[config.mk]
export PLATFORM = sky130hd
export DESIGN_NAME = sine_phase_gen
export DESIGN_NICKNAME = d
export VERILOG_FILES = /design/src/rtl/sine_pkg.sv /design/src/rtl/sine_tick_div.sv /design/src/rtl/sine_phase_gen.sv
export SDC_FILE = /design/constraint.sdc
export NUM_CORES = 1
export LEC_CHECK = 0
export BUFFER_PORTS_ARGS = -buffer_cell sky130_fd_sc_hd__buf_2
export CAP_MARGIN = 20
export CORE_MARGIN = 3
export CORE_UTILIZATION = 35
export DETAILED_ROUTE_END_ITERATION = 8
export GPL_ROUTABILITY_DRIVEN = 0
export PLACE_DENSITY = 0.61
export SETUP_SLACK_MARGIN = 0.05
export SYNTH_ARGS = -nofsm -noshare
export SYNTH_HDL_FRONTEND = slang
export SYNTH_SLANG_ARGS = --single-unit
[constraint.sdc]
create_clock -name clk -period 3.3 [get_ports clk]
set_input_delay 0.495 -clock clk [delete_from_list [all_inputs] [get_ports clk]]
set_output_delay 0.495 -clock clk [all_outputs]
set_load 0.01 [all_outputs]
[src/rtl/sine_pkg.sv]
// Types and constants shared by the sine phase generator and the sine sample memory.
package sine_pkg;

  localparam int ADDR_WIDTH   = 9;
  localparam int SAMPLE_WIDTH = 10;

  typedef enum logic {
    IDLE = 1'b0,
    RUN  = 1'b1
  } gen_state_t;

  typedef logic [ADDR_WIDTH-1:0]   addr_t;
  typedef logic [SAMPLE_WIDTH-1:0] sample_t;

endpackage

[src/rtl/sine_tick_div.sv]
// Sample-rate divider: raises tick on the last count of each TICK_DIV-cycle period while running.
module sine_tick_div #(
  parameter int TICK_DIV = 64
) (
  input  logic clk,
  input  logic rst_n,
  input  logic run,
  input  logic clear,
  output logic tick
);

  localparam int            CW   = (TICK_DIV > 1) ? $clog2(TICK_DIV) : 1;
  localparam logic [CW-1:0] LAST = CW'(TICK_DIV - 1);

  logic [CW-1:0] count_r;

  assign tick = run && (count_r == LAST);

  // Period counter; clear restarts the period even while frozen
  always_ff @(posedge clk or negedge rst_n) begin
    if (!rst_n) begin
      count_r <= {CW{1'b0}};
    end else if (clear) begin
      count_r <= {CW{1'b0}};
    end else if (run) begin
      if (count_r == LAST) begin
        count_r <= {CW{1'b0}};
      end else begin
        count_r <= count_r + CW'(1);
      end
    end else begin
      count_r <= count_r;
    end
  end

endmodule

[src/rtl/sine_phase_gen.sv]
// Phase-accumulator address generator for the sine sample memory, with a one-deep
// tuning-word slot and a latency-matched sample_valid pulse.
module sine_phase_gen #(
  parameter int                   ACC_WIDTH   = 24,
  parameter int                   ADDR_WIDTH  = 9,
  parameter int                   TICK_DIV    = 64,
  parameter int                   MEM_LATENCY = 3,
  parameter logic [ACC_WIDTH-1:0] RESET_FTW   = '0
) (
  input  logic                  clk,
  input  logic                  rst_n,
  input  logic                  enable,
  input  logic                  phase_clear,
  input  logic [ACC_WIDTH-1:0]  ftw_data,
  input  logic                  ftw_valid,
  output logic                  ftw_ready,
  output logic [ADDR_WIDTH-1:0] read_address,
  output logic                  sample_tick,
  output logic                  sample_valid
);

  import sine_pkg::*;

  gen_state_t             state_r;
  logic                   run_s;
  logic                   tick_s;
  logic                   accept_s;
  logic [ACC_WIDTH-1:0]   acc_r;
  logic [ACC_WIDTH-1:0]   active_ftw_r;
  logic [ACC_WIDTH-1:0]   pending_r;
  logic                   pending_full_r;
  logic [ACC_WIDTH-1:0]   ftw_used_s;
  logic                   upd_r;
  logic [MEM_LATENCY-1:0] vpipe_r;

  assign run_s        = (state_r == RUN);
  assign accept_s     = ftw_valid && !pending_full_r;
  assign ftw_ready    = !pending_full_r;
  assign read_address = acc_r[ACC_WIDTH-1 -: ADDR_WIDTH];
  assign sample_tick  = tick_s;
  assign sample_valid = vpipe_r[MEM_LATENCY-1];

  // A waiting word takes effect on the very tick that consumes it
  always_comb begin
    if (pending_full_r) begin
      ftw_used_s = pending_r;
    end else begin
      ftw_used_s = active_ftw_r;
    end
  end

  sine_tick_div #(
    .TICK_DIV (TICK_DIV)
  ) u_tick_div (
    .clk   (clk),
    .rst_n (rst_n),
    .run   (run_s),
    .clear (phase_clear),
    .tick  (tick_s)
  );

  // Run/idle state follows enable with one cycle of registration
  always_ff @(posedge clk or negedge rst_n) begin
    if (!rst_n) begin
      state_r <= IDLE;
    end else begin
      case (state_r)
        IDLE:    state_r <= enable ? RUN : IDLE;
        RUN:     state_r <= enable ? RUN : IDLE;
        default: state_r <= IDLE;
      endcase
    end
  end

  // Accumulator and tuning-word slot; clear beats a coincident tick and leaves the slot alone
  always_ff @(posedge clk or negedge rst_n) begin
    if (!rst_n) begin
      acc_r          <= {ACC_WIDTH{1'b0}};
      active_ftw_r   <= RESET_FTW;
      pending_r      <= {ACC_WIDTH{1'b0}};
      pending_full_r <= 1'b0;
    end else begin
      if (phase_clear) begin
        acc_r <= {ACC_WIDTH{1'b0}};
      end else if (tick_s) begin
        acc_r <= acc_r + ftw_used_s;
      end else begin
        acc_r <= acc_r;
      end
      // Accept needs an empty slot, apply needs a full one: never both on one edge
      if (tick_s && !phase_clear && pending_full_r) begin
        active_ftw_r   <= pending_r;
        pending_full_r <= 1'b0;
      end else if (accept_s) begin
        pending_r      <= ftw_data;
        pending_full_r <= 1'b1;
      end else begin
        pending_full_r <= pending_full_r;
      end
    end
  end

  // upd_r marks the edge that moved read_address; the pipe then counts memory edges
  always_ff @(posedge clk or negedge rst_n) begin
    if (!rst_n) begin
      upd_r   <= 1'b0;
      vpipe_r <= {MEM_LATENCY{1'b0}};
    end else begin
      upd_r   <= tick_s || phase_clear;
      vpipe_r <= (vpipe_r << 1'b1) | MEM_LATENCY'(upd_r);
    end
  end

endmodule

### Word-level counts from Yosys, hierarchy flattened

Index checks and enable logic that the tools add are counted.

* output and inout port bits: 12
* input port bits: 29
* register bits: 84
* word-level logic and storage cells: 33

* bitwise logic cells: 2
* reduce and logical (&&, ||, !) cells: 11
* mux-type cells: 9
* add/sub/neg operators: 2
* equality and inequality tests: 1

Operators with widths (number)
* $mux W24: 3
* $add A24 B24 Y24: 1
* $mux W6: 3
* $add A6 B1 Y6 const B: 1
* $eq A6 B6 Y1 const B: 1
* $reduce_bool A2 Y1: 3
* $logic_and A1 B1 Y1: 4
* $mux W1: 3
* $or A3 B1 Y3: 1
* $logic_not A1 Y1: 2
* $reduce_and A2 Y1: 1
* $logic_or A1 B1 Y1: 1
* $not A1 Y1: 1

### Longest topological paths before layout

Gate-level depths: netlist (run 1).

* depth in word-level cells: 6
* depth in mapped cells: 12
* mapped depth without buffers: 10

### Cells and area by module

Synthesis (run 1) repeated with hierarchy kept, for this count alone.

* cells, all modules: 418
* area total of the unflattened synthesis: 4677.0 µm²

Modules (own cells, without submodules)
* sine_phase_gen: cells each 386, area an instance 4369.2 µm², sequential area each 1951.9 µm², times used 1
* sine_tick_div: cells each 32, area an instance 307.8 µm², sequential area each 150.1 µm², times used 1

### Worst setup path after synthesis (run 1)

No wires, ideal clock.

* path type: register -> register
* start: register pending_full_r
* end: register acc_r[23]
* setup slack: 0.092 ns
* required time: 3.175 ns
* arrival time: 3.083 ns
* path buffers: 2
* clock period less this slack: 3.208 ns
* cell stages (with the launch flop): 11
* library setup time: 0.125 ns
* path through: dfrtp_1 -> clkbuf_1 -> buf_1 -> mux2_2 -> ha_1 -> and3_1 -> a221o_1 -> a21oi_2 -> a211oi_1 -> o31ai_2 -> mux2_4

* word-level cells in the longest chain between the ends: 4

RTL lines
* from (decl): line sine_phase_gen.sv:31 `logic pending_full_r;`
* from (signal assigned): line sine_phase_gen.sv:98 `pending_full_r <= pending_full_r;`
* $mux W24: line sine_phase_gen.sv:45 `if (pending_full_r) begin`
* $add A24 B24 Y24: line sine_phase_gen.sv:86 `acc_r <= acc_r + ftw_used_s;`
* $mux W24: line sine_phase_gen.sv:85 `end else if (tick_s) begin`
* $mux W24: line sine_phase_gen.sv:83 `if (phase_clear) begin`
* to (signal assigned): line sine_phase_gen.sv:84 `acc_r <= {ACC_WIDTH{1'b0}};`
* to (signal assigned): line sine_phase_gen.sv:86
* to (signal assigned): line sine_phase_gen.sv:88 `acc_r <= acc_r;`
* to (decl): line sine_phase_gen.sv:28 `logic [ACC_WIDTH-1:0] acc_r;`

No other way between the ends. The select of a mux whose other input is x is not followed.
A chain may end at the register's enable or synchronous reset.

### Worst setup path in the final report (run 1)

* start: register pending_full_r
* end: register acc_r[16]

Same word-level chain as after synthesis.

==> results of run 1 <==
[stage by stage]
step	hold WS, ps	total power, mW	setup WS (ps)
after CTS	243	2.54	272
after global routing	160	2.63	83.4
after floorplan	199	1.31	91.6
final	123	2.50	246
after detailed placement	339	1.39	276
after global placement	331	1.38	340
[worst max-delay path by stage]
| stage | endpoint | slack [ps] | cells past startpoint |
|---|---|---|---|
| final | acc_r[16] | 250 | 10 |
| after global routing | acc_r[16] | 80 | 10 |
| after CTS | acc_r[23] | 270 | 10 |
| after detailed placement | acc_r[23] | 280 | 10 |
| after global placement | acc_r[16] | 340 | 10 |
| after floorplan | acc_r[23] | 90 | 10 |
[Yosys cell counts (4+ instances only)]
| cell | instances | area share |
|---|---|---|
| a21o_1 | 6 | 0.0097 |
| a21oi_1 | 29 | 0.031 |
| buf_4 | 11 | 0.018 |
| clkbuf_1 | 9 | 0.0072 |
| dfrtp_1 | 84 | 0.45 |
| ha_1 | 24 | 0.064 |
| inv_1 | 9 | 0.0072 |
| mux2_2 | 71 | 0.17 |
| nand2_1 | 49 | 0.039 |
| nand3_1 | 8 | 0.0086 |
| nand4_1 | 4 | 0.0054 |
| nor2_1 | 23 | 0.019 |
| o211ai_1 | 4 | 0.0064 |
| o21ai_0 | 11 | 0.012 |
| o21ai_1 | 8 | 0.0086 |
| xnor2_1 | 14 | 0.026 |
| xor2_1 | 9 | 0.017 |
[layer usage]
layer	vias up	global-route usage	part of all wire
met2	48	0.229	0.48
li1	1588	-	-
met5	-	0	0
met1	1572	0.180	0.46
met4	0	0.0560	0.020
met3	14	0.0359	0.040
[worst max-delay path, stage by stage, from the launching register on]
cell      delay (ps)
dfrtp_1          410
buf_12           170
mux2_2           370
fa_1             460
a211oi_2         280
o21a_1           180
o21ai_1          130
a221oi_2         460
o21ai_0          220
xnor2_1          160
o21ai_0           80
[flip-flops by register name (all words and copies together), names as in the netlist]
name                flops
acc_r                  24
active_ftw_r           24
pending_r              24
u_tick_div.count_r      6
vpipe_r                 3
pending_full_r          1
run_s                   1
upd_r                   1
[area by class of cell]
| class | instances | area share |
|---|---|---|
| timing repair buffer | 47 | 0.0559 |
| inverter | 10 | 0.00698 |
| multi-input combinational | 310 | 0.444 |
| clock inverter | 5 | 0.0186 |
| clock buffer | 11 | 0.0433 |
| tap | 172 | 0.0400 |
| sequential | 84 | 0.391 |
[logic make-up after synthesis]
kind of cell | share of synthesized area
adders and majority gates | 0.0687
xor gates and xnor gates | 0.0432
AOI/OAI and AO/OA | 0.125
buffers and inverters | 0.0378
and+or+nand+nor | 0.0953
DFF | 0.451
muxes | 0.179
[where the power goes]
group / switching (mW) / total (mW) / internal (mW)
clock: 0.392 / 1.13 / 0.737
sequential: 0.0311 / 1.11 / 1.08
combinational: 0.140 / 0.267 / 0.127
==> results.cfg, run 1 <==
[cells_and_area]
mostFrequentLayoutCells = dfrtp_1 (84), mux2_2 (71), nand2_1 (49), buf_2 (39), a21oi_1 (29)
final_util = 0.419
regArea_um2 = 2100
drive_gt1_frac = 0.315
finalInstanceArea_um2 = 5380
multiInputGateArea_um2 = 2390
antenna_cells = 0
area_growth_pct = 15.3
fillers = 1258
nNetsFinal = 516
finalNonFillerCells = 639
layout_commonest_cell = dfrtp_1

[setup_path]
critPathLaunchType = flip-flop
cp.required_ps = 3510
crit_path_start = pending_full_r
crit_fanout = 15
r2r_slack_ps = 250
criticalPathCategory = flip-flop to flip-flop
rr_endpoint = acc_r[16]
rr_startpoint = pending_full_r
r2r_cells = 10
endpoint_kind = flip-flop
crit_arrival_ps = 3260

[detailed_routing]
wl_per_cell_um = 14.7
drcViolationCount = 0
ant_nets = 0
via_per_inst = 5.04
num_vias = 3222
routed_wl_mm = 9.40
drt_pre_antenna_iters = 4
drt-initial-drc-count = 139

[yosys]
seq_area_frac_synth = 0.451
synthArstFlopShare = 1.00
yosysWarningCount = 0
synth-seq-cells = 84
synth_cell_type_count = 49
netlist_area_um2 = 4660
syn_avg_cell_area_um2 = 10.9
synth_ff_type = dfrtp_1
syn_inst = 429
synth.net_count = 483
synth_edf_count = 0

[floorplanning]
ios = 41
die_y_um = 121
die-area_um2 = 14700
rows = 41
start_util = 0.364
die_w_um = 121
core_um2 = 12800

[timing]
setup_viol = 0
worstMarginPinSlew_ps = 695
rsz0062_at_grt = no
clock.fmax_mhz = 327
slew_viol_final = 0
fin_worst_skew_ps = 7.01
relSlewSlack = 0.535
hold_viol = 0
tns_ps = 0
fin_crit_sh = 0.926
fin_crit_ps = 3050

[hold_path]
hold_path.class = input port to async pin

[cts]
clock_latency_ps = 340
post_cts_resized = 0
cts.sinks = 84
cts_hold_buffers = 0
post_cts_buffers = 0
numCtsBuffers = 9
clockRootBuffer = clkbuf_16
ctsLongestPathBuffers = 2
htreeDepth = 3
cts_tree = built
path_clk_slew_ps = 60

[status]
status = complete, no violations

[global_routing]
first_global_vias = 3367
track_usage = 0.141
antenna_found_initial = 0
grt_pass1_wl_mm = 16.4
grt-ovfl-total = 0
grt_max_degree = 85

[power]
power_density_nw_per_um2 = 466
peakVddDrop_v = 0.000239
leakagePower_nw = 2.54

[placed_design]
hpwl_mm = 6.74
port_buffers = 40
placed_area_um2 = 5010
dp.cells = 622

[run]
cap_violations = 0
(Power assumes the default switching activity.)
==> run 2: changes to the inputs <==
--- a/config.mk
+++ b/config.mk
@@ -7,6 +7,7 @@
 export LEC_CHECK = 0
 export BUFFER_PORTS_ARGS = -buffer_cell sky130_fd_sc_hd__buf_2
 export CAP_MARGIN = 20
+export CORE_ASPECT_RATIO = 2
 export CORE_MARGIN = 3
 export CORE_UTILIZATION = 35
 export DETAILED_ROUTE_END_ITERATION = 8
==> constraint.sdc (replaced) <==
create_clock -name clk -period 2.8 [get_ports clk]
set_input_delay 0.14 -clock clk [delete_from_list [all_inputs] [get_ports clk]]
set_output_delay 0.14 -clock clk [all_outputs]
set_load 0.01 [all_outputs]
==> run 2 against run 1 <==
Sequential power up 18%. First-iteration DRC count up 16%. Global-route usage up 2.0 points. Clock-buffer cell count down 1. Setup slack worse by 210 ps. Power up 24%. Critical path type unchanged. Largest power group unchanged.
==> results.cfg, run 2 (same netlist as run 1, synthesis figures left out) <==
[global_routing]
grt-ovfl-total = 0
grt_max_degree = 85
grt_pass1_wl_mm = 18.4
first_global_vias = 3739
antenna_found_initial = 0
track_usage = 0.161

[detailed_routing]
dr_wl_met3_um = 347
via_per_inst = 5.35
num_vias = 3512
drt_pre_antenna_iters = 6
routed_wl_mm = 11.3
drcViolationCount = 0
drt-initial-drc-count = 161
met2_length_mm = 6.48
wl_met1_mm = 4.04
ant_nets = 0
top_layer_used = met4
wl_per_cell_um = 17.2

[timing]
slew_viol_final = 0
hold_viol = 0
whs_ps = 24.1
fin_crit_sh = 0.986
fin_crit_ps = 2760
clock.fmax_mhz = 362
fin_worst_skew_ps = 8.49
rsz0062_at_grt = yes
worstMarginPinSlew_ps = 478
tns_ps = 0
relSlewSlack = 0.672
setup_slack_ps = 38.7
setup_viol = 0

[cts]
clockRootBuffer = clkbuf_16
path_clk_slew_ps = 70
htreeDepth = 3
ctsLongestPathBuffers = 2
cts_tree = built
numCtsBuffers = 9
cts.sinks = 84
clock_latency_ps = 340

[cells_and_area]
mostFrequentLayoutCells = dfrtp_1 (83), mux2_2 (69), nand2_1 (49), buf_4 (40), buf_2 (39)
reg_top3 = acc_r x24, active_ftw_r x24, pending_r x24
drive_gt1_frac = 0.414
nNetsFinal = 554
final_util = 0.452
area_growth_pct = 25.9
finalNonFillerCells = 657
layout_commonest_cell = dfrtp_1
finalInstanceArea_um2 = 5870
antenna_cells = 0

[placed_design]
place_ws_ps = -74.5
hpwl_mm = 8.17
dp.cells = 629
port_buffers = 40
placed_area_um2 = 5240

[setup_path]
crit_buf_inv = 1
cp.required_ps = 3020
r2r_cells = 10
crit_slowest_cell = dfrtp_2
endpoint_kind = flip-flop
cpPeakStageDelay_ps = 450
crit_arrival_ps = 2990
r2r_slack_ps = 40
critPathLaunchType = flip-flop
crit_family = compound AO/OA/AOI/OAI gates
rr_startpoint = pending_full_r
crit_fanout = 6
criticalPathCategory = flip-flop to flip-flop
rr_endpoint = acc_r[23]
crit_chain = buf_6 > mux2_2 > ha_4 > nand4_1 > o31a_1 > o21a_1 > o221ai_2 > o211ai_2 > o31ai_2 > mux2_4

[power]
power_density_nw_per_um2 = 529
power.total_mw = 3.11
leakagePower_nw = 2.74
peakVddDrop_v = 0.000300

[hold_path]
holdCritStartpoint = ftw_data[18]
hold-path-endpoint = pending_r[18]
hold_path.class = input port to flip-flop
hold_depth = 2

[floorplanning]
die_y_um = 169
ios = 41
start_util = 0.359
die-area_um2 = 14800
rows = 59
die_w_um = 87.6
core_um2 = 13000

[status]
status = complete, no violations

[run]
cap_violations = 0
[run 2: cell count changes in the layout (fill, tap and decap cells not counted), sizes merged]
cell / change
clkinvlp: +1
clkbuf: -1
dlygate4sd3: +2
buf: +36
[run 2: worst max-delay path by stage]
stage                     slack [ps]  cells past startpoint      startpoint   endpoint
after global routing             -90                     10  pending_full_r  acc_r[23]
after CTS                         10                     10  pending_full_r  acc_r[23]
after global placement           -10                      9  pending_full_r  acc_r[23]
final                             40                     10  pending_full_r  acc_r[23]
after floorplan                   60                     12  pending_full_r  acc_r[23]
after detailed placement         -70                     10  pending_full_r  acc_r[23]
[run 2: power by group]
group          switching, mW  leakage, nW  internal (mW)  total [mW]
Clock                  0.492        0.169          0.896        1.39
Combinational          0.205         1.46          0.208       0.414
Sequential            0.0406         1.11           1.27        1.31
[run 2: layout make-up]
type	count	area, µm²
well taps	152	190
flip-flops and latches	84	2100
fillers	1184	7120
multi-input cells	310	2620
inverters	10	37.5
clock inverters	6	111
clock buffers	10	239
repair buffers	85	573
[run 2: repair_timing]
| item | in CTS | in global routing |
|---|---|---|
| setup endpoints to repair | 9 | 15 |
| pin swaps | 12 | 12 |
| endpoints found under the hold margin | 85 | 0 |
| hold buffers | 2 | 0 |
| gates resized for setup | 16 | 15 |
| setup buffers | 5 | 5 |
[run 2: worst reg2reg max path: stages (launching register included)]
cell and delay (ps):
dfrtp_2 450, buf_6 160, mux2_2 360, ha_4 300, nand4_1 180, o31a_1 320, o21a_1 130, o221ai_2 210
o211ai_2 130, o31ai_2 100, mux2_4 320
[run 2: layer usage]
metal | GRT usage | vias to the layer above
met3 | 0.0369 | 27
li1 | - | 1663
met5 | 0 | -
met2 | 0.299 | 81
met1 | 0.157 | 1741
met4 | 0.0922 | 0
==> run 3: changes to the inputs <==
--- a/config.mk
+++ b/config.mk
@@ -10,9 +10,10 @@
 export CORE_ASPECT_RATIO = 2
 export CORE_MARGIN = 3
 export CORE_UTILIZATION = 35
+export CTS_BUF_LIST = sky130_fd_sc_hd__clkbuf_2 sky130_fd_sc_hd__clkbuf_4 sky130_fd_sc_hd__clkbuf_8
 export DETAILED_ROUTE_END_ITERATION = 8
 export GPL_ROUTABILITY_DRIVEN = 0
-export PLACE_DENSITY = 0.61
+export PLACE_DENSITY = 0.6
 export SETUP_SLACK_MARGIN = 0.05
 export SYNTH_ARGS = -nofsm -noshare
 export SYNTH_HDL_FRONTEND = slang
==> constraint.sdc (replaced) <==
create_clock -name clk -period 3.5 [get_ports clk]
set_input_delay 0.175 -clock clk [delete_from_list [all_inputs] [get_ports clk]]
set_output_delay 0.175 -clock clk [all_outputs]
set_load 0.01 [all_outputs]
==> run 3 against run 2 <==
Via count shrank 6.9%. Combinational power shrank 39%. Die area is the same. Flip-flop and latch count is the same. Utilization shrank 5.1 points. Clock-buffer cell count grew 1. Clock power shrank 40%. Non-clock buffer count shrank 38.
==> results.cfg, run 3 (same netlist as run 1, synthesis figures left out) <==
[status]
status = complete, no violations

[hold_path]
hold_path.class = input port to flip-flop
hold_depth = 2
holdCritStartpoint = ftw_data[13]
hold-path-endpoint = pending_r[13]

[cells_and_area]
final_util = 0.401
regArea_um2 = 2100
mostFrequentLayoutCells = dfrtp_1 (84), mux2_2 (71), nand2_1 (49), buf_2 (39), a21oi_1 (29)
reg_top3 = acc_r x24, active_ftw_r x24, pending_r x24
drive_gt1_frac = 0.313
layout_commonest_cell = dfrtp_1
multiInputGateArea_um2 = 2390
area_growth_pct = 11.8
nNetsFinal = 516
fillers = 1262
antenna_cells = 0

[placed_design]
port_buffers = 40
hpwl_mm = 7.36

[timing]
tns_ps = 0
fin_worst_skew_ps = 14.3
rsz0062_at_grt = no
hold_viol = 0
clock.fmax_mhz = 330
setup_viol = 0
fin_crit_sh = 0.866
worstMarginPinSlew_ps = 878
slew_viol_final = 0
relSlewSlack = 0.415
whs_ps = 32.3
fin_crit_ps = 3030

[detailed_routing]
wl_per_cell_um = 16.4
via_per_inst = 5.29
drcViolationCount = 0
num_vias = 3269
drt-initial-drc-count = 104
drt_pre_antenna_iters = 4
routed_wl_mm = 10.1
ant_nets = 0

[cts]
numCtsBuffers = 9
cts_tree = built
clockRootBuffer = clkbuf_8
ctsLongestPathBuffers = 2
htreeDepth = 3
path_clk_slew_ps = 90
clock_latency_ps = 360
post_cts_resized = 0
cts.sinks = 84

[floorplanning]
ios = 41
die_y_um = 169
rows = 59
die-area_um2 = 14800
die_w_um = 87.6
start_util = 0.359
core_um2 = 13000

[setup_path]
rr_startpoint = pending_full_r
rr_endpoint = acc_r[16]
crit_chain = buf_4 > mux2_2 > fa_1 > a211oi_2 > o21a_1 > o21ai_1 > a221oi_2 > o21ai_0 > xnor2_1 > o21ai_0
endpoint_kind = flip-flop
r2r_cells = 10
crit_arrival_ps = 3270
critPathLaunchType = flip-flop
crit_fanout = 12
r2r_slack_ps = 470
cp.required_ps = 3740
crit_path_frequent_cell = o21ai_0
crit_slowest_cell = fa_1
criticalPathCategory = flip-flop to flip-flop
cpPeakStageDelay_ps = 470

[power]
peakVddDrop_v = 0.000210
power.total_mw = 2.13
power_density_nw_per_um2 = 408
leakagePower_nw = 2.48

[global_routing]
grt_max_degree = 69
antenna_found_initial = 0
grt_pass1_wl_mm = 17.1
track_usage = 0.147
grt-ovfl-total = 0
first_global_vias = 3505

[run]
cap_violations = 0
[run 3: area by class of cell]
cell class                      count  share of cell area
Clock buffer                       11              0.0266
Timing Repair Buffer               47              0.0499
Sequential cell                    84               0.403
Clock inverter                      4              0.0190
Inverter                           10             0.00720
Tap cell                          152              0.0365
Multi-Input combinational cell    310               0.458
[run 3: power by group]
group	switching (mW)	total (mW)	internal (mW)
sequential	0.0318	1.04	1.01
clock	0.344	0.832	0.488
combinational	0.135	0.253	0.118
[run 3: worst max path at each step]
| stage | from | end | slack (ps) | cells after the start |
|---|---|---|---|---|
| final | pending_full_r | acc_r[16] | 470 | 10 |
| after global routing | pending_full_r | acc_r[16] | 220 | 10 |
| after CTS | pending_full_r | acc_r[16] | 440 | 10 |
| after detailed placement | pending_full_r | acc_r[16] | 480 | 10 |
| after global placement | pending_full_r | acc_r[23] | 530 | 10 |
| after floorplan | pending_full_r | acc_r[23] | 290 | 10 |
[run 3: per-layer routing]
layer / track usage / up-vias / wire length [µm]
met5: 0 / - / 0
met4: 0.0668 / 0 / 272
met3: 0.0306 / 19 / 268
met2: 0.271 / 52 / 5710
met1: 0.156 / 1622 / 3880
li1: - / 1576 / -
[run 3: through the flow]
stage | std cells | instance area, µm² | setup WS [ps]
after CTS | 618 | 5220 | 440
final | 618 | 5220 | 468
after global placement | 601 | 4960 | 525
after floorplan | 429 | 4660 | 292
after global routing | 618 | 5220 | 218
after detailed placement | 601 | 4960 | 478
[run 3: worst max-delay path: cells and delay by family, from the launching register on]
family / cells / cell delay (ps)
flops: 1 / 380
compound gates: 6 / 1270
mux: 1 / 380
buf+inv: 1 / 230
fa+ha+maj: 1 / 470
xor+xnor: 1 / 180
[run 3: repair_timing]
action                    in CTS  in global routing
hold endpoints to repair      68                  0
hold buffers                   2                  0
buffers inserted               0                  0
